<file path="src/rtl/rst_seq_arty7_if.sv">
// rst_seq_arty7_if
// Groups the reset sequencer's board-side inputs, reset outputs and debug
// state into one bundle.
//
// Signals:
//   mmcmLocked_i  MMCM LOCKED, asynchronous to the sequencer clock
//   btnRstn_i     board reset button, active low, asynchronous, bouncy
//   swRstReq_i    single-cycle software/watchdog reset request, synchronous
//   periphRstn_o  active-low peripheral reset
//   cpuRstn_o     active-low CPU reset
//   seqDone_o     high while the sequencer sits in RUN
//   rstCause_o    sticky reset cause: bit0 lock loss, bit1 button, bit2 software
//   dbgState_o    current FSM state (0 HOLD, 1 PERIPH, 2 CPU, 3 RUN, 4 SWRST)
//
// Handshake: there is no valid/ready pair here. Every input is a level,
// except swRstReq_i, which is a one-cycle pulse sampled on a rising clock
// edge. Every output is a registered level.
//
// Modports:
//   master  drives the inputs and observes the outputs (board / testbench)
//   slave   the sequencer itself
interface rst_seq_arty7_if;
  logic       mmcmLocked_i;
  logic       btnRstn_i;
  logic       swRstReq_i;
  logic       periphRstn_o;
  logic       cpuRstn_o;
  logic       seqDone_o;
  logic [2:0] rstCause_o;
  logic [2:0] dbgState_o;

  modport master (
    output mmcmLocked_i, btnRstn_i, swRstReq_i,
    input  periphRstn_o, cpuRstn_o, seqDone_o, rstCause_o, dbgState_o
  );

  modport slave (
    input  mmcmLocked_i, btnRstn_i, swRstReq_i,
    output periphRstn_o, cpuRstn_o, seqDone_o, rstCause_o, dbgState_o
  );
endinterface

</file>
<file path="src/rtl/rst_seq_arty7.sv">
// rst_seq_arty7
// Reset sequencer placed after the Arty-7 MMCM.
// - Qualifies LOCKED: it must stay high for LOCK_STABLE_CYC cycles.
// - Debounces the board button.
// - Accepts a software/watchdog reset pulse.
// - Releases the peripheral reset first, then the CPU reset.
//
// Ports:
//   clk_i   20 MHz system clock from the MMCM
//   rstn_i  asynchronous active-low reset (power-on / MMCM RST domain)
//   bus     rst_seq_arty7_if.slave: board inputs, reset outputs, cause, debug state
//
// Build option:
//   RST_SEQ_CAUSE_EN  When defined, rstCause_o records sticky reset causes.
//                     When undefined, rstCause_o is tied to 3'b000 and the
//                     cause flops are not built.
module rst_seq_arty7 #(
  parameter int LOCK_STABLE_CYC = 256,
  parameter int DEBOUNCE_CYC    = 20000,
  parameter int PERIPH_HOLD_CYC = 16,
  parameter int CPU_HOLD_CYC    = 16,
  parameter int SW_RST_CYC      = 32
) (
  input  logic            clk_i,
  input  logic            rstn_i,
  rst_seq_arty7_if.slave  bus
);

  typedef enum logic [2:0] {
    S_HOLD   = 3'd0,
    S_PERIPH = 3'd1,
    S_CPU    = 3'd2,
    S_RUN    = 3'd3,
    S_SWRST  = 3'd4
  } state_t;

  localparam int SEQ_MAXP_A = (PERIPH_HOLD_CYC > CPU_HOLD_CYC) ? PERIPH_HOLD_CYC : CPU_HOLD_CYC;
  localparam int SEQ_MAXP   = (SEQ_MAXP_A > SW_RST_CYC) ? SEQ_MAXP_A : SW_RST_CYC;
  localparam int LW = $clog2(LOCK_STABLE_CYC + 1);
  localparam int DW = $clog2(DEBOUNCE_CYC + 1);
  localparam int SW = $clog2(SEQ_MAXP + 1);

  localparam logic [LW-1:0] LOCK_LAST   = LW'(LOCK_STABLE_CYC - 1);
  localparam logic [DW-1:0] DEB_LAST    = DW'(DEBOUNCE_CYC - 1);
  localparam logic [SW-1:0] PERIPH_LAST = SW'(PERIPH_HOLD_CYC - 1);
  localparam logic [SW-1:0] CPU_LAST    = SW'(CPU_HOLD_CYC - 1);
  localparam logic [SW-1:0] SWRST_LAST  = SW'(SW_RST_CYC - 1);

  // Synchronisers and the button debouncer.
  logic          lock_s1, lock_s2;
  logic          btn_s1, btn_s2;
  logic          btn_acc;
  logic [DW-1:0] deb_cnt;

  always_ff @(posedge clk_i or negedge rstn_i) begin
    if (!rstn_i) begin
      lock_s1 <= 1'b0;
      lock_s2 <= 1'b0;
      btn_s1  <= 1'b1;
      btn_s2  <= 1'b1;
      btn_acc <= 1'b1;
      deb_cnt <= '0;
    end else begin
      lock_s1 <= bus.mmcmLocked_i;
      lock_s2 <= lock_s1;
      btn_s1  <= bus.btnRstn_i;
      btn_s2  <= btn_s1;
      // The counter measures how long the synchronised button has stayed
      // away from the accepted level. Any return to the accepted level
      // restarts it, so bounces shorter than DEBOUNCE_CYC never get through.
      if (btn_s2 == btn_acc) begin
        deb_cnt <= '0;
      end else if (deb_cnt == DEB_LAST) begin
        btn_acc <= btn_s2;
        deb_cnt <= '0;
      end else begin
        deb_cnt <= deb_cnt + DW'(1);
      end
    end
  end

  logic locked;
  logic btn_fall;
  assign locked   = lock_s2;
  // The accepted level drops on this same edge, so btn_fall is one cycle wide.
  assign btn_fall = btn_acc && !btn_s2 && (deb_cnt == DEB_LAST);

  // Sequencing FSM.
  state_t        state, state_n;
  logic [LW-1:0] lock_cnt, lock_cnt_n;
  logic [SW-1:0] seq_cnt, seq_cnt_n;
  logic          periph_q, periph_n;
  logic          cpu_q, cpu_n;
  logic          done_q, done_n;

  logic lock_evt, btn_evt, sw_evt;
  assign lock_evt = (state != S_HOLD) && !locked;
  assign btn_evt  = (state != S_HOLD) && btn_fall;
  assign sw_evt   = bus.swRstReq_i &&
                    ((state == S_PERIPH) || (state == S_CPU) || (state == S_RUN));

  always_ff @(posedge clk_i or negedge rstn_i) begin
    if (!rstn_i) begin
      state    <= S_HOLD;
      lock_cnt <= '0;
      seq_cnt  <= '0;
      periph_q <= 1'b0;
      cpu_q    <= 1'b0;
      done_q   <= 1'b0;
    end else begin
      state    <= state_n;
      lock_cnt <= lock_cnt_n;
      seq_cnt  <= seq_cnt_n;
      periph_q <= periph_n;
      cpu_q    <= cpu_n;
      done_q   <= done_n;
    end
  end

  always_comb begin
    state_n    = state;
    lock_cnt_n = lock_cnt;
    seq_cnt_n  = seq_cnt;
    periph_n   = periph_q;
    cpu_n      = cpu_q;
    // Priority: lock loss, then button, then software request.
    if (lock_evt || btn_evt) begin
      state_n    = S_HOLD;
      lock_cnt_n = '0;
      seq_cnt_n  = '0;
      periph_n   = 1'b0;
      cpu_n      = 1'b0;
    end else if (sw_evt) begin
      state_n    = S_SWRST;
      lock_cnt_n = '0;
      seq_cnt_n  = '0;
      periph_n   = 1'b0;
      cpu_n      = 1'b0;
    end else begin
      case (state)
        S_HOLD: begin
          periph_n  = 1'b0;
          cpu_n     = 1'b0;
          seq_cnt_n = '0;
          if (!locked) begin
            lock_cnt_n = '0;
          end else if (lock_cnt == LOCK_LAST) begin
            state_n    = S_PERIPH;
            lock_cnt_n = '0;
          end else begin
            lock_cnt_n = lock_cnt + LW'(1);
          end
        end
        S_PERIPH: begin
          if (seq_cnt == PERIPH_LAST) begin
            state_n   = S_CPU;
            periph_n  = 1'b1;
            seq_cnt_n = '0;
          end else begin
            seq_cnt_n = seq_cnt + SW'(1);
          end
        end
        S_CPU: begin
          // The CPU is released only from here, after periph_q has been
          // set, so the CPU never runs while the peripherals are in reset.
          if (seq_cnt == CPU_LAST) begin
            state_n   = S_RUN;
            cpu_n     = 1'b1;
            seq_cnt_n = '0;
          end else begin
            seq_cnt_n = seq_cnt + SW'(1);
          end
        end
        S_RUN: begin
        end
        S_SWRST: begin
          periph_n = 1'b0;
          cpu_n    = 1'b0;
          if (seq_cnt == SWRST_LAST) begin
            state_n   = S_PERIPH;
            seq_cnt_n = '0;
          end else begin
            seq_cnt_n = seq_cnt + SW'(1);
          end
        end
        default: begin
          state_n    = S_HOLD;
          lock_cnt_n = '0;
          seq_cnt_n  = '0;
          periph_n   = 1'b0;
          cpu_n      = 1'b0;
        end
      endcase
    end
    done_n = (state_n == S_RUN);
  end

  assign bus.periphRstn_o = periph_q;
  assign bus.cpuRstn_o    = cpu_q;
  assign bus.seqDone_o    = done_q;
  assign bus.dbgState_o   = state;

`ifdef RST_SEQ_CAUSE_EN
  logic [2:0] cause_q;
  logic [2:0] cause_set;

  // Causes that fire in the same cycle are all recorded, whatever the
  // FSM priority between them.
  always_comb begin
    cause_set = {sw_evt, btn_evt, lock_evt};
  end

  always_ff @(posedge clk_i or negedge rstn_i) begin
    if (!rstn_i) begin
      cause_q <= 3'b000;
    end else begin
      cause_q <= cause_q | cause_set;
    end
  end

  assign bus.rstCause_o = cause_q;
`else
  assign bus.rstCause_o = 3'b000;
`endif

endmodule
</file>
<file path="src/flat_wrapper.sv">
// flat-port wrapper written by rule: the top's interface ports become plain ports
module rst_seq_arty7_flat 
#(
  parameter int LOCK_STABLE_CYC = 256,
  parameter int DEBOUNCE_CYC    = 20000,
  parameter int PERIPH_HOLD_CYC = 16,
  parameter int CPU_HOLD_CYC    = 16,
  parameter int SW_RST_CYC      = 32
)
  (clk_i, rstn_i, bus_mmcmLocked_i, bus_btnRstn_i, bus_swRstReq_i, bus_periphRstn_o, bus_cpuRstn_o, bus_seqDone_o, bus_rstCause_o, bus_dbgState_o);
  rst_seq_arty7_if bus_i ();
  input  logic clk_i;
  input  logic rstn_i;
  input wire logic [$bits(bus_i.mmcmLocked_i)-1:0] bus_mmcmLocked_i;
  input wire logic [$bits(bus_i.btnRstn_i)-1:0] bus_btnRstn_i;
  input wire logic [$bits(bus_i.swRstReq_i)-1:0] bus_swRstReq_i;
  output wire logic [$bits(bus_i.periphRstn_o)-1:0] bus_periphRstn_o;
  output wire logic [$bits(bus_i.cpuRstn_o)-1:0] bus_cpuRstn_o;
  output wire logic [$bits(bus_i.seqDone_o)-1:0] bus_seqDone_o;
  output wire logic [$bits(bus_i.rstCause_o)-1:0] bus_rstCause_o;
  output wire logic [$bits(bus_i.dbgState_o)-1:0] bus_dbgState_o;
  assign bus_i.mmcmLocked_i = bus_mmcmLocked_i;
  assign bus_i.btnRstn_i = bus_btnRstn_i;
  assign bus_i.swRstReq_i = bus_swRstReq_i;
  assign bus_periphRstn_o = bus_i.periphRstn_o;
  assign bus_cpuRstn_o = bus_i.cpuRstn_o;
  assign bus_seqDone_o = bus_i.seqDone_o;
  assign bus_rstCause_o = bus_i.rstCause_o;
  assign bus_dbgState_o = bus_i.dbgState_o;
  rst_seq_arty7 #(.LOCK_STABLE_CYC(LOCK_STABLE_CYC), .DEBOUNCE_CYC(DEBOUNCE_CYC), .PERIPH_HOLD_CYC(PERIPH_HOLD_CYC), .CPU_HOLD_CYC(CPU_HOLD_CYC), .SW_RST_CYC(SW_RST_CYC)) u_core (.clk_i(clk_i), .rstn_i(rstn_i), .bus(bus_i));
endmodule
</file>
<file path="config.mk">
export PLATFORM = sky130hd
export DESIGN_NAME = rst_seq_arty7_flat
export DESIGN_NICKNAME = d
export VERILOG_FILES = /design/src/rtl/rst_seq_arty7_if.sv /design/src/rtl/rst_seq_arty7.sv /design/src/flat_wrapper.sv
export SDC_FILE = /design/constraint.sdc
export NUM_CORES = 1
export LEC_CHECK = 0
export BUFFER_PORTS_ARGS = -buffer_cell sky130_fd_sc_hd__buf_2
export CAP_MARGIN = 15
export CORE_AREA = 8 8 69 71
export CTS_BUF_LIST = sky130_fd_sc_hd__clkbuf_4 sky130_fd_sc_hd__clkbuf_8
export DETAILED_ROUTE_END_ITERATION = 12
export DIE_AREA = 0 0 77 79
export PLACE_DENSITY = 0.86
export SETUP_SLACK_MARGIN = 0.5
export SLEW_MARGIN = 30
export SYNTH_ARGS = -nofsm -noshare
export SYNTH_HDL_FRONTEND = slang
export SYNTH_SLANG_ARGS = --single-unit
</file>
<file path="constraint.sdc">
create_clock -name clk_i -period 2.3 [get_ports clk_i]
set_input_delay 0.345 -clock clk_i [delete_from_list [all_inputs] [get_ports clk_i]]
set_output_delay 0.345 -clock clk_i [all_outputs]
set_load 0.05 [all_outputs]
</file>
; After elaboration in Yosys (flattened, before gate mapping)
; Cells that the tools add are included.
[totals]
in_bits = 5
output_inout_bits = 9
elab_cells = 78
reg_bits = 41
[classes]
reduce_logical = 19
mux = 27
bitwise = 1
n_eq_ne = 16
add_sub_neg = 3
[ops]
columns = operator, n
row1 = $mux 9, 4
row2 = $mux 15, 2
row3 = $mux 6, 4
row4 = $mux 3, 7
row5 = $pmux 6 s3, 1
row6 = $pmux 9 s2, 1
row7 = $add 15x1->15 const B, 1
row8 = $eq 15x15->1 const B, 1
row9 = $pmux 3 s5, 1
row10 = $add 9x1->9 const B, 1
row11 = $eq 3x2->1 const B, 3
row12 = $eq 9x8->1 const B, 1
row13 = $ne 3x1->1 const B, 3
row14 = $ne 4x3->1 const B, 2
row15 = $add 6x1->6 const B, 1
row16 = $eq 6x4->1 const B, 1
row17 = $eq 6x5->1 const B, 1
row18 = $reduce_and 2->1, 3
row19 = $reduce_or 2->1, 3
row20 = $logic_and 1x1->1, 5
row21 = $mux 1, 5
row22 = $pmux 1 s2, 2
row23 = $reduce_or 4->1, 1
row24 = $eq 3x1->1 const B, 1
row25 = other kinds (8), 11

; Longest topological paths before layout
; Gate-level depths: netlist (run 1).
[depth]
ltp_word = 7
ltp_mapped = 7
ltp_nobuf = 7

; Least setup slack after synthesis (run 1)
; No wires, ideal clock.
[synth_path]
path_type = flip-flop to flip-flop
startpoint = register u_core.deb_cnt[5]
endpoint = register u_core.seq_cnt[3]
period_less_slack_ns = 2.081
path_stages_with_launch = 6
slack_ns = 0.219
n_path_buf = 0
setup_time_ns = 0.133
arrival_ns = 1.948
required_ns = 2.167
path_cell_list = dfrtp_1 > or4_4 > or4_4 > o221a_4 > a31oi_2 > a31oi_1
[synth_via]
elab_chain_len = 5
elab_cells_between_ends = 6
cone_classes = eq/ne: 2 / mux: 1 / reduce/logical: 3
[synth_lines]
columns = element, line_no
row1 = from (decl), rst_seq_arty7.sv:53  ; logic [DW-1:0] deb_cnt;
row2 = from (signal assigned), rst_seq_arty7.sv:77  ; deb_cnt <= deb_cnt + DW'(1);
row3 = $eq 15x15->1 (*), rst_seq_arty7.sv:86  ; assign btn_fall = btn_acc && !btn_s2 && (deb_cnt == DEB_LAST);
row4 = $logic_and 1x1->1 (*), rst_seq_arty7.sv:86
row5 = $logic_and 1x1->1 (*), rst_seq_arty7.sv:98  ; assign btn_evt = (state != S_HOLD) && btn_fall;
row6 = $logic_or 1x1->1 (*), rst_seq_arty7.sv:127  ; if (lock_evt || btn_evt) begin
row7 = $ne 3x2->1 (no source line) / $mux 6 (equally long branches), --
row8 = to (signal assigned), rst_seq_arty7.sv:113  ; seq_cnt <= seq_cnt_n;
row9 = to (decl), rst_seq_arty7.sv:91  ; logic [SW-1:0] seq_cnt, seq_cnt_n;
; Every way passes the cells marked *; elsewhere a longest branch is shown, timed or not.
; A chain may end at the register's enable or synchronous reset.

; Worst setup path after layout (run 1)
[layout_path]
startpoint = register u_core.deb_cnt[8]
endpoint = register u_core.seq_cnt[3]
; Same word-level chain as after synthesis.

==> flow_metrics.env, run 1 <==
export IMPL_dieHeight_um=79
export IMPL_finalSetupTns_ns=0
export IMPL_p_total_mw=1.41
export IMPL_drt_iter0_drc=110
export IMPL_routed_wl_um=5010
export IMPL_status="finished, final reports clean"
export IMPL_hp_class="in -> reg"
export IMPL_crit_family="simple AND/OR/NAND/NOR gates"
export IMPL_rsz0062_at_grt="true"
export IMPL_powerDensity_mw_per_mm2=529
export IMPL_drc=0
export IMPL_die_area_mm2=0.00608
export IMPL_crit_path_start_kind="register"
export IMPL_io_pins=14
export IMPL_report_final_slew_viol_count=0
export IMPL_routed_via_density=5.98
export IMPL_clk_latency_ns=0.30
export IMPL_ys_async_sr_fraction_pct=100
export IMPL_grt_max_degree=19
export IMPL_crit_top_cell="or4_4"
export IMPL_gr_total_overflow=0
export IMPL_critical_path_buf_inv_count=0
export IMPL_grt_pass1_vias=1772
export IMPL_avgSynthCellArea_um2=9.72
export IMPL_path_clk_slew_ns=0.09
export IMPL_num_rows=23
export IMPL_met2_usage_pct=28.7
export IMPL_finalSetupViolCount=0
export IMPL_slowest_stage="or4_4"
export IMPL_antenna_found_initial=0
export IMPL_area_growth_pct=25.2
export IMPL_hold_viol=0
export IMPL_gr_usage_met3_pct=4.18
export IMPL_wl_per_cell_um=16.6
export IMPL_start_util_pct=56.1
export IMPL_cts_buffers=5
export IMPL_clkSinkCount=41
export IMPL_firstDrtPassIters=5
export IMPL_slowest_delay_ns=0.58
export IMPL_synth_edff_count=0
export IMPL_cts_root_buf="clkbuf_8"
export IMPL_ys_seq_area_share_pct=48.4
export IMPL_finalClockSkew_ns=0.0159
export IMPL_cp_end_kind="register"
export IMPL_ys_types=50
export IMPL_hpwl_um=3050
export IMPL_maxSlewHeadroom_pct=64.0
export IMPL_synthCells=219
export IMPL_critPathKind="reg -> reg"
export IMPL_dr_total_vias=1801
export IMPL_use_met1_pct=18.3
export IMPL_drtAntennaViolNets=0
export IMPL_yosys_warnings=0
export IMPL_max_freq_mhz=495
export IMPL_crit_arrival_ns=2.20
export IMPL_p_leak_nw=1.13
export IMPL_path_cells="or4_4 > or4_4 > o221a_4 > a31oi_2 > a31oi_1"
export IMPL_numPortBuffers=10
export IMPL_synth_seq_cells=41
export IMPL_fin_nets=259
export IMPL_synth_area_mm2=0.00213
export IMPL_cp_data_required_time_ns=2.48
export IMPL_grt_usage_pct=16.2
export IMPL_cts_max_path_buffers=2
export IMPL_synth_ff_type="dfrtp_1"
export IMPL_diodes=0
export IMPL_period_needed_ns=2.02
export IMPL_vdd_ir_drop_max_uv=517
export IMPL_finalCritPeriodShare_pct=87.8
export IMPL_worst_pin_slew_ns=0.535
export IMPL_drive_gt1_share_pct=30.3
export IMPL_cap_viol_max_count=0
export IMPL_routabilityCongestion=0.857
export IMPL_grt_pass1_wl_um=8160
export IMPL_final_cell_mix="dfrtp_1, nor2_1, nand2_1"
export IMPL_cp_max_fo=4
export IMPL_core_mm2=0.00380
export IMPL_cts_tree="yes"
export IMPL_cts_htree_levels=2
export IMPL_die_x_um=77
export IMPL_layout_commonest_cell="dfrtp_1"
export IMPL_busiest_layer="met2"
routing by layer:
| metal | share of wire [%] | vias up |
|---|---|---|
| li1 | - | 853 |
| met1 | 41 | 868 |
| met2 | 52 | 65 |
| met3 | 4.3 | 15 |
| met4 | 2.9 | 0 |
| met5 | 0 | - |
final cells by class:
type | count | area, um2
Multi-Input combinational cell | 168 | 1220
Timing Repair Buffer | 29 | 219
Clock inverter | 3 | 43.8
Tap cell | 50 | 62.6
Clock buffer | 5 | 68.8
Inverter | 5 | 18.8
Fill cell | 271 | 1130
Sequential cell | 41 | 1030
worst paths after layout:
path	from	to	slack, ns	depth (start not counted)
max	u_core.deb_cnt[8]	u_core.seq_cnt[3]	0.28	5
min	bus_mmcmLocked_i	u_core.lock_s1	0.15	1
max reg2reg	u_core.deb_cnt[8]	u_core.seq_cnt[3]	0.28	5
min reg2reg	u_core.btn_s1	u_core.btn_s2	0.36	0
max in group asynchronous	rstn_i	u_core.btn_s1	1.25	3
min in group asynchronous	rstn_i	u_core.bus.dbgState_o[2]	0.45	2
registers in the layout (all words and copies together) (netlist names):
signal,cells
u_core.deb_cnt,15
u_core.lock_cnt,9
u_core.seq_cnt,6
u_core.bus.dbgState_o,3
u_core.btn_acc,1
u_core.btn_s1,1
u_core.btn_s2,1
u_core.bus.cpuRstn_o,1
u_core.bus.periphRstn_o,1
u_core.bus.seqDone_o,1
u_core.lock_s1,1
u_core.lock_s2,1
logic make-up (layout without fill, tap and decap cells):
logic type                 count (synthesis)  count (layout)  share of synthesized area [%]
muxes                                      2               2                          0.999
adders and majority gates                  4               4                           2.35
other                                      1               3                          0.176
AOI/OAI and AO/OA                         46              47                           15.7
DFF                                       41              41                           48.4
buffers and inverters                     13              42                           2.94
and+or+nand+nor                           98              98                           23.7
xor gates and xnor gates                  14              14                           5.76
cells in the mapped netlist (all sizes together), types with 5 or more instances:
library cell / count / share of area [%]
dfrtp: 38 / 45
buf: 5 / 1.5
nand2: 23 / 4.1
nand3: 10 / 2.4
a31oi: 5 / 1.8
nor2: 27 / 4.8
o21ai: 16 / 3.8
nor3: 6 / 1.4
a21oi: 8 / 1.9
xor2: 9 / 3.7
inv: 5 / 0.88
xnor2: 5 / 2.1
per-stage QoR:
stage	instance area, um2	std cells	hold WS, ns	util, %	worst slack [ns]
3_5_place_dp	2250	277	0.234	59.2	0.170
5_1_grt	2670	301	0.127	70.2	0.214
3_3_place_gp	2250	277	0.233	59.2	0.234
2_1_floorplan	2150	221	0.0494	-	0.363
6_report	2670	301	0.145	70.2	0.281
4_1_cts	2530	295	0.137	66.7	0.265
power breakdown:
part           switching [mW]  internal [mW]  leakage (nW)
sequential             0.0136          0.734         0.549
combinational          0.0551         0.0335         0.524
clock                   0.251          0.325        0.0585
total                   0.319           1.09          1.13
what timing repair did:
item	in CTS	in global routing
hold endpoints to repair	10	0
setup endpoints to repair	31	33
setup buffers	8	6
resized for setup	25	19
hold buffers	1	0
gates cloned	1	0
pin swaps	16	8
worst reg2reg max path, stage by stage, from the launching register on:
cell and delay (ns):
dfrtp_1 0.39, or4_4 0.58, or4_4 0.46, o221a_4 0.30, a31oi_2 0.12, a31oi_1 0.05
(Power assumes the default switching activity.)
==> inputs of run 2 (changes only) <==
Clock period 2.3 ns to 1.9 ns, I/O delays scaled along.
==> flow_metrics.env, run 2 (synthesis gave the netlist of run 1 again) <==
export IMPL_slowest_delay_ns=0.58
export IMPL_status="complete, but fails checks"
export IMPL_r2r_end="u_core.seq_cnt[3]"
export IMPL_place_ws_ns=-0.0904
export IMPL_vdd_ir_drop_max_uv=484
export IMPL_holdPathStages=1
export IMPL_grt_pass1_wl_um=8960
export IMPL_grt_usage_pct=18.5
export IMPL_worst_pin_slew_ns=0.498
export IMPL_path_clk_slew_ns=0.08
export IMPL_routed_wl_um=5900
export IMPL_maxSlewHeadroom_pct=66.7
export IMPL_finalSetupViolCount=14
export IMPL_cp_end_kind="register"
export IMPL_period_needed_ns=2.03
export IMPL_core_mm2=0.00380
export IMPL_power_share_clock_pct=42.4
export IMPL_worstHoldStart="bus_btnRstn_i"
export IMPL_finalCritPeriodShare_pct=107
export IMPL_p_leak_nw=1.22
export IMPL_hp_class="in -> reg"
export IMPL_cts_htree_levels=2
export IMPL_max_freq_mhz=493
export IMPL_cts_buffers=5
export IMPL_r2r_slack_ns=-0.13
export IMPL_intPower_mw=1.36
export IMPL_finalClockSkew_ns=0.00673
export IMPL_die_area_mm2=0.00608
export IMPL_grt_pass1_vias=1871
export IMPL_clk_latency_ns=0.30
export IMPL_cp_data_required_time_ns=2.09
export IMPL_dr_total_vias=1986
export IMPL_timing_rr_start="u_core.deb_cnt[5]"
export IMPL_antenna_found_initial=0
export IMPL_startpoint="u_core.deb_cnt[5]"
export IMPL_critPathKind="reg -> reg"
export IMPL_swShare_pct=22.6
export IMPL_drc=0
export IMPL_cts_root_buf="clkbuf_8"
export IMPL_routabilityCongestion=0.968
export IMPL_final_cell_area_mm2=0.00279
export IMPL_num_rows=23
export IMPL_drive_gt1_share_pct=35.7
export IMPL_hpwl_um=3410
export IMPL_crit_top_cell="or4_4"
export IMPL_numPortBuffers=10
export IMPL_io_pins=14
export IMPL_cts_tree="yes"
export IMPL_final_cell_mix="buf_4, dfrtp_1, nor2_1"
export IMPL_firstDrtPassIters=5
export IMPL_cap_viol_max_count=0
export IMPL_diodes=0
export IMPL_finalSetupTns_ns=-0.695
export IMPL_area_growth_pct=31.0
export IMPL_worst_slack_ns=-0.127
export IMPL_placed_cell_area_mm2=0.00244
export IMPL_largest_reg_flops=15
export IMPL_ff2ff_path_depth=5
export IMPL_routed_via_density=6.23
export IMPL_hold_viol=0
export IMPL_drtAntennaViolNets=0
export IMPL_grt_max_degree=27
export IMPL_power_switching_uw=396
export IMPL_clkSinkCount=41
export IMPL_path_cells="or4_4 > or4_4 > o221a_4 > a31oi_2 > a31oi_1"
export IMPL_powerDensity_mw_per_mm2=628
export IMPL_gr_total_overflow=0
export IMPL_die_x_um=77
export IMPL_start_util_pct=56.1
export IMPL_crit_path_start_kind="register"
export IMPL_report_final_slew_viol_count=0
export IMPL_cp_max_fo=4
export IMPL_top_regs="u_core.deb_cnt: 15 flops, u_core.lock_cnt: 9 flops, u_core.seq_cnt: 6 flops"
export IMPL_top_register="u_core.deb_cnt"
export IMPL_wl_per_cell_um=18.5
export IMPL_comb_power_share_pct=6.3
export IMPL_fin_nets=277
export IMPL_layout_commonest_cell="buf_4"
export IMPL_slowest_stage="or4_4"
export IMPL_violations="setup timing"
export IMPL_power_frac_seq_pct=51.3
export IMPL_cts_max_path_buffers=2
export IMPL_dieHeight_um=79
export IMPL_crit_arrival_ns=2.21
export IMPL_worst_hold_path_endpoint="u_core.btn_s1"
export IMPL_rsz0062_at_grt="true"
export IMPL_drt_iter0_drc=305
[run 2: cell types whose count changed in the layout (fill, tap and decap cells not counted), moves of 2 or more]
| cell | change |
|---|---|
| o21ai_1 | +4 |
| ha_1 | +2 |
| a21oi_4 | -2 |
| buf_4 | +22 |
| buf_2 | -3 |
| nor2_1 | -2 |
| o21ai_2 | -4 |
[run 2: timing repair]
item	in CTS	in global routing
gates resized for setup	21	16
pin swaps	6	5
hold buffers	1	0
hold endpoints to repair	15	0
setup endpoints to repair	36	38
buffers inserted	2	5
[run 2: cell type report]
| class | count | area, um2 |
|---|---|---|
| Clock buffer | 6 | 82.6 |
| Clock inverter | 2 | 37.5 |
| Fill cell | 252 | 1010 |
| Inverter | 5 | 18.8 |
| Multi-Input combinational cell | 167 | 1200 |
| Sequential cell | 41 | 1030 |
| Tap cell | 50 | 62.6 |
| Timing Repair Buffer | 48 | 357 |
[run 2: worst max-delay path by stage]
stage,endpoint
detailed placement,u_core.seq_cnt[5]
floorplan,u_core.seq_cnt[3]
finish,u_core.seq_cnt[3]
global placement,u_core.seq_cnt[3]
CTS,u_core.seq_cnt[1]
global route,u_core.seq_cnt[4]
[run 2: per-stage QoR]
stage / cells / hold slack (ns) / util, % / power, mW
2_1_floorplan: 221 / -0.0106 / - / 0.967
5_1_grt: 319 / 0.0709 / 73.5 / 1.80
3_5_place_dp: 303 / 0.209 / 64.3 / 1.01
4_1_cts: 314 / 0.0850 / 70.8 / 1.75
3_3_place_gp: 303 / 0.208 / 64.3 / 1.01
6_report: 319 / 0.0809 / 73.5 / 1.75
[run 2: power groups by stage]
| stage | clock [mW] | sequential, mW | combinational, mW |
|---|---|---|---|
| 4_1_cts | 0.746 | 0.899 | 0.102 |
| 3_3_place_gp | 0 | 0.915 | 0.0900 |
| 3_5_place_dp | 0 | 0.916 | 0.0931 |
| 2_1_floorplan | 0 | 0.916 | 0.0511 |
| 6_report | 0.742 | 0.899 | 0.111 |
| 5_1_grt | 0.781 | 0.901 | 0.122 |
[run 2: worst max-delay path: cells and delay by family, from the launching register on]
kind               cells  cell delay [ns]
and+or+nand+nor        2             1.03
AOI/OAI and AO/OA      3             0.48
DFF                    1             0.41
[run 2: routing by layer]
metal / vias up / track usage (%) / wire length (um) / share of wire (%)
li1: 886 / - / - / -
met1: 948 / 20.8 / 2250 / 38
met2: 109 / 31.8 / 2810 / 48
met3: 43 / 4.06 / 410 / 6.9
met4: 0 / 11.1 / 427 / 7.2
met5: - / 0 / 0 / 0
==> inputs of run 3 (changes only) <==
Settings changed: CELL_PAD_IN_SITES_DETAIL_PLACEMENT from default to 0, CELL_PAD_IN_SITES_GLOBAL_PLACEMENT from default to 2, CORE_AREA 8 8 69 71 to 8 8 82 84, DIE_AREA 0 0 77 79 to 0 0 90 92, PLACE_DENSITY 0.86 to default, PLACE_DENSITY_LB_ADDON from default to 0.2.
==> flow_metrics.env, run 3 (synthesis gave the netlist of run 1 again) <==
export IMPL_vdd_ir_drop_max_uv=509
export IMPL_hpwl_um=3810
export IMPL_wl_per_cell_um=15.1
export IMPL_worstHoldStart="bus_btnRstn_i"
export IMPL_finalSetupViolCount=16
export IMPL_die_area_mm2=0.00828
export IMPL_timing_rr_start="u_core.deb_cnt[8]"
export IMPL_critPathKind="reg -> reg"
export IMPL_drive_gt1_share_pct=37.4
export IMPL_cp_max_fo=4
export IMPL_drtAntennaViolNets=0
export IMPL_routabilityCongestion=0.950
export IMPL_finalCritPeriodShare_pct=106
export IMPL_cts_tree="yes"
export IMPL_drc=0
export IMPL_cap_viol_max_count=0
export IMPL_hold_ws_ns=0.0808
export IMPL_grt_max_degree=18
export IMPL_r2r_slack_ns=-0.12
export IMPL_num_rows=27
export IMPL_p_leak_nw=1.33
export IMPL_worst_pin_slew_ns=0.538
export IMPL_antenna_found_initial=0
export IMPL_die_x_um=90
export IMPL_cp_data_required_time_ns=2.08
export IMPL_status="complete, but fails checks"
export IMPL_gr_total_overflow=0
export IMPL_path_clk_slew_ns=0.08
export IMPL_path_cells="or4_4 > or4_4 > o221a_4 > a31oi_2 > a31oi_1"
export IMPL_hp_class="in -> reg"
export IMPL_powerDensity_mw_per_mm2=632
export IMPL_dr_total_vias=1904
export IMPL_endpoint="u_core.seq_cnt[3]"
export IMPL_largest_reg_flops=15
export IMPL_cts_buffers=5
export IMPL_grt_usage_pct=13.0
export IMPL_top_register="u_core.deb_cnt"
export IMPL_dieHeight_um=92
export IMPL_p_total_mw=1.87
export IMPL_grt_pass1_vias=1960
export IMPL_rsz0062_at_grt="true"
export IMPL_clkSinkCount=41
export IMPL_firstDrtPassIters=4
export IMPL_stdcell_count=358
export IMPL_fin_nets=294
export IMPL_clk_latency_ns=0.30
export IMPL_cp_end_kind="register"
export IMPL_routed_wl_um=5420
export IMPL_place_inst=332
export IMPL_max_freq_mhz=495
export IMPL_routed_via_density=5.32
export IMPL_core_mm2=0.00541
export IMPL_cts_max_path_buffers=2
export IMPL_drt_iter0_drc=122
export IMPL_r2r_end="u_core.seq_cnt[3]"
export IMPL_hold_viol=0
export IMPL_place_ws_ns=-0.282
export IMPL_grt_pass1_wl_um=9090
export IMPL_fin_util_pct=54.8
export IMPL_diodes=0
export IMPL_layout_commonest_cell="buf_4"
export IMPL_finalClockSkew_ns=0.00694
export IMPL_slowest_delay_ns=0.58
export IMPL_io_pins=14
export IMPL_fill_cells=480
export IMPL_report_final_slew_viol_count=0
export IMPL_period_needed_ns=2.02
export IMPL_final_cell_mix="buf_4, dfrtp_1, nor2_1"
export IMPL_startpoint="u_core.deb_cnt[8]"
export IMPL_maxSlewHeadroom_pct=63.7
export IMPL_top_regs="u_core.deb_cnt: 15 flops, u_core.lock_cnt: 9 flops, u_core.seq_cnt: 6 flops"
export IMPL_area_growth_pct=39.2
export IMPL_numPortBuffers=10
export IMPL_ff2ff_path_depth=5
export IMPL_cts_root_buf="clkbuf_8"
export IMPL_start_util_pct=39.4
export IMPL_crit_arrival_ns=2.20
export IMPL_crit_path_start_kind="register"
export IMPL_slowest_stage="or4_4"
export IMPL_worst_slack_ns=-0.120
export IMPL_crit_top_cell="or4_4"
export IMPL_cts_htree_levels=2
export IMPL_violations="setup timing"
==> run 3: timing repair <==
| item | 4_1_cts | 5_1_grt |
|---|---|---|
| pin swaps | 8 | 8 |
| resized for setup | 17 | 20 |
| endpoints found under the setup margin | 35 | 37 |
| buffers inserted | 8 | 9 |
| hold endpoints to repair | 9 | 0 |
| gates cloned | 0 | 0 |
| hold buffers | 1 | 0 |
==> run 3: where the power goes <==
part           switching (mW)  internal, mW  leakage [nW]  total [mW]
registers              0.0115         0.888         0.548       0.900
logic                  0.0709        0.0497         0.710       0.121
clock network           0.323         0.529        0.0687       0.852
total                   0.406          1.47          1.33        1.87
==> run 3: cell type report <==
class | instances | area [um2] | share of cell area [%]
well taps | 72 | 90.1 | 3.04
inverters | 5 | 18.8 | 0.633
flip-flops and latches | 41 | 1030 | 34.9
multi-input cells | 167 | 1180 | 39.8
clock inverters | 3 | 68.8 | 2.32
repair buffers | 65 | 503 | 17.0
clock buffers | 5 | 68.8 | 2.32
==> run 3: critical path: cells and delay by family, from the launching register on <==
family,cells,cell delay (ns)
and+or+nand+nor,2,1.04
AOI/OAI and AO/OA,3,0.48
DFF,1,0.39
==> run 3: worst min-delay path by stage <==
stage | depth (start not counted) | slack [ns] | endpoint
after floorplan | 0 | -0.01 | u_core.bus.cpuRstn_o
after global placement | 1 | 0.17 | u_core.deb_cnt[1]
after detailed placement | 1 | 0.17 | u_core.deb_cnt[1]
after CTS | 1 | 0.07 | u_core.btn_s1
after global routing | 1 | 0.07 | u_core.btn_s1
final | 1 | 0.08 | u_core.btn_s1
==> run 3: per-stage QoR <==
stage / instance area (um2) / TNS, ns
2_1_floorplan: 2160 / -0.0949
3_3_place_gp: 2520 / -0.358
3_5_place_dp: 2520 / -1.11
4_1_cts: 2800 / -0.368
5_1_grt: 2960 / -2.67
6_report: 2960 / -0.996
==> run 3: layer usage <==
layer | routed length [um] | GRT usage (%) | up-vias
met3 | 209 | 3.10 | 7
met4 | 62 | 5.13 | 0
met1 | 2420 | 15.6 | 938
li1 | - | - | 915
met5 | 0 | 0 | -
met2 | 2720 | 22.0 | 44
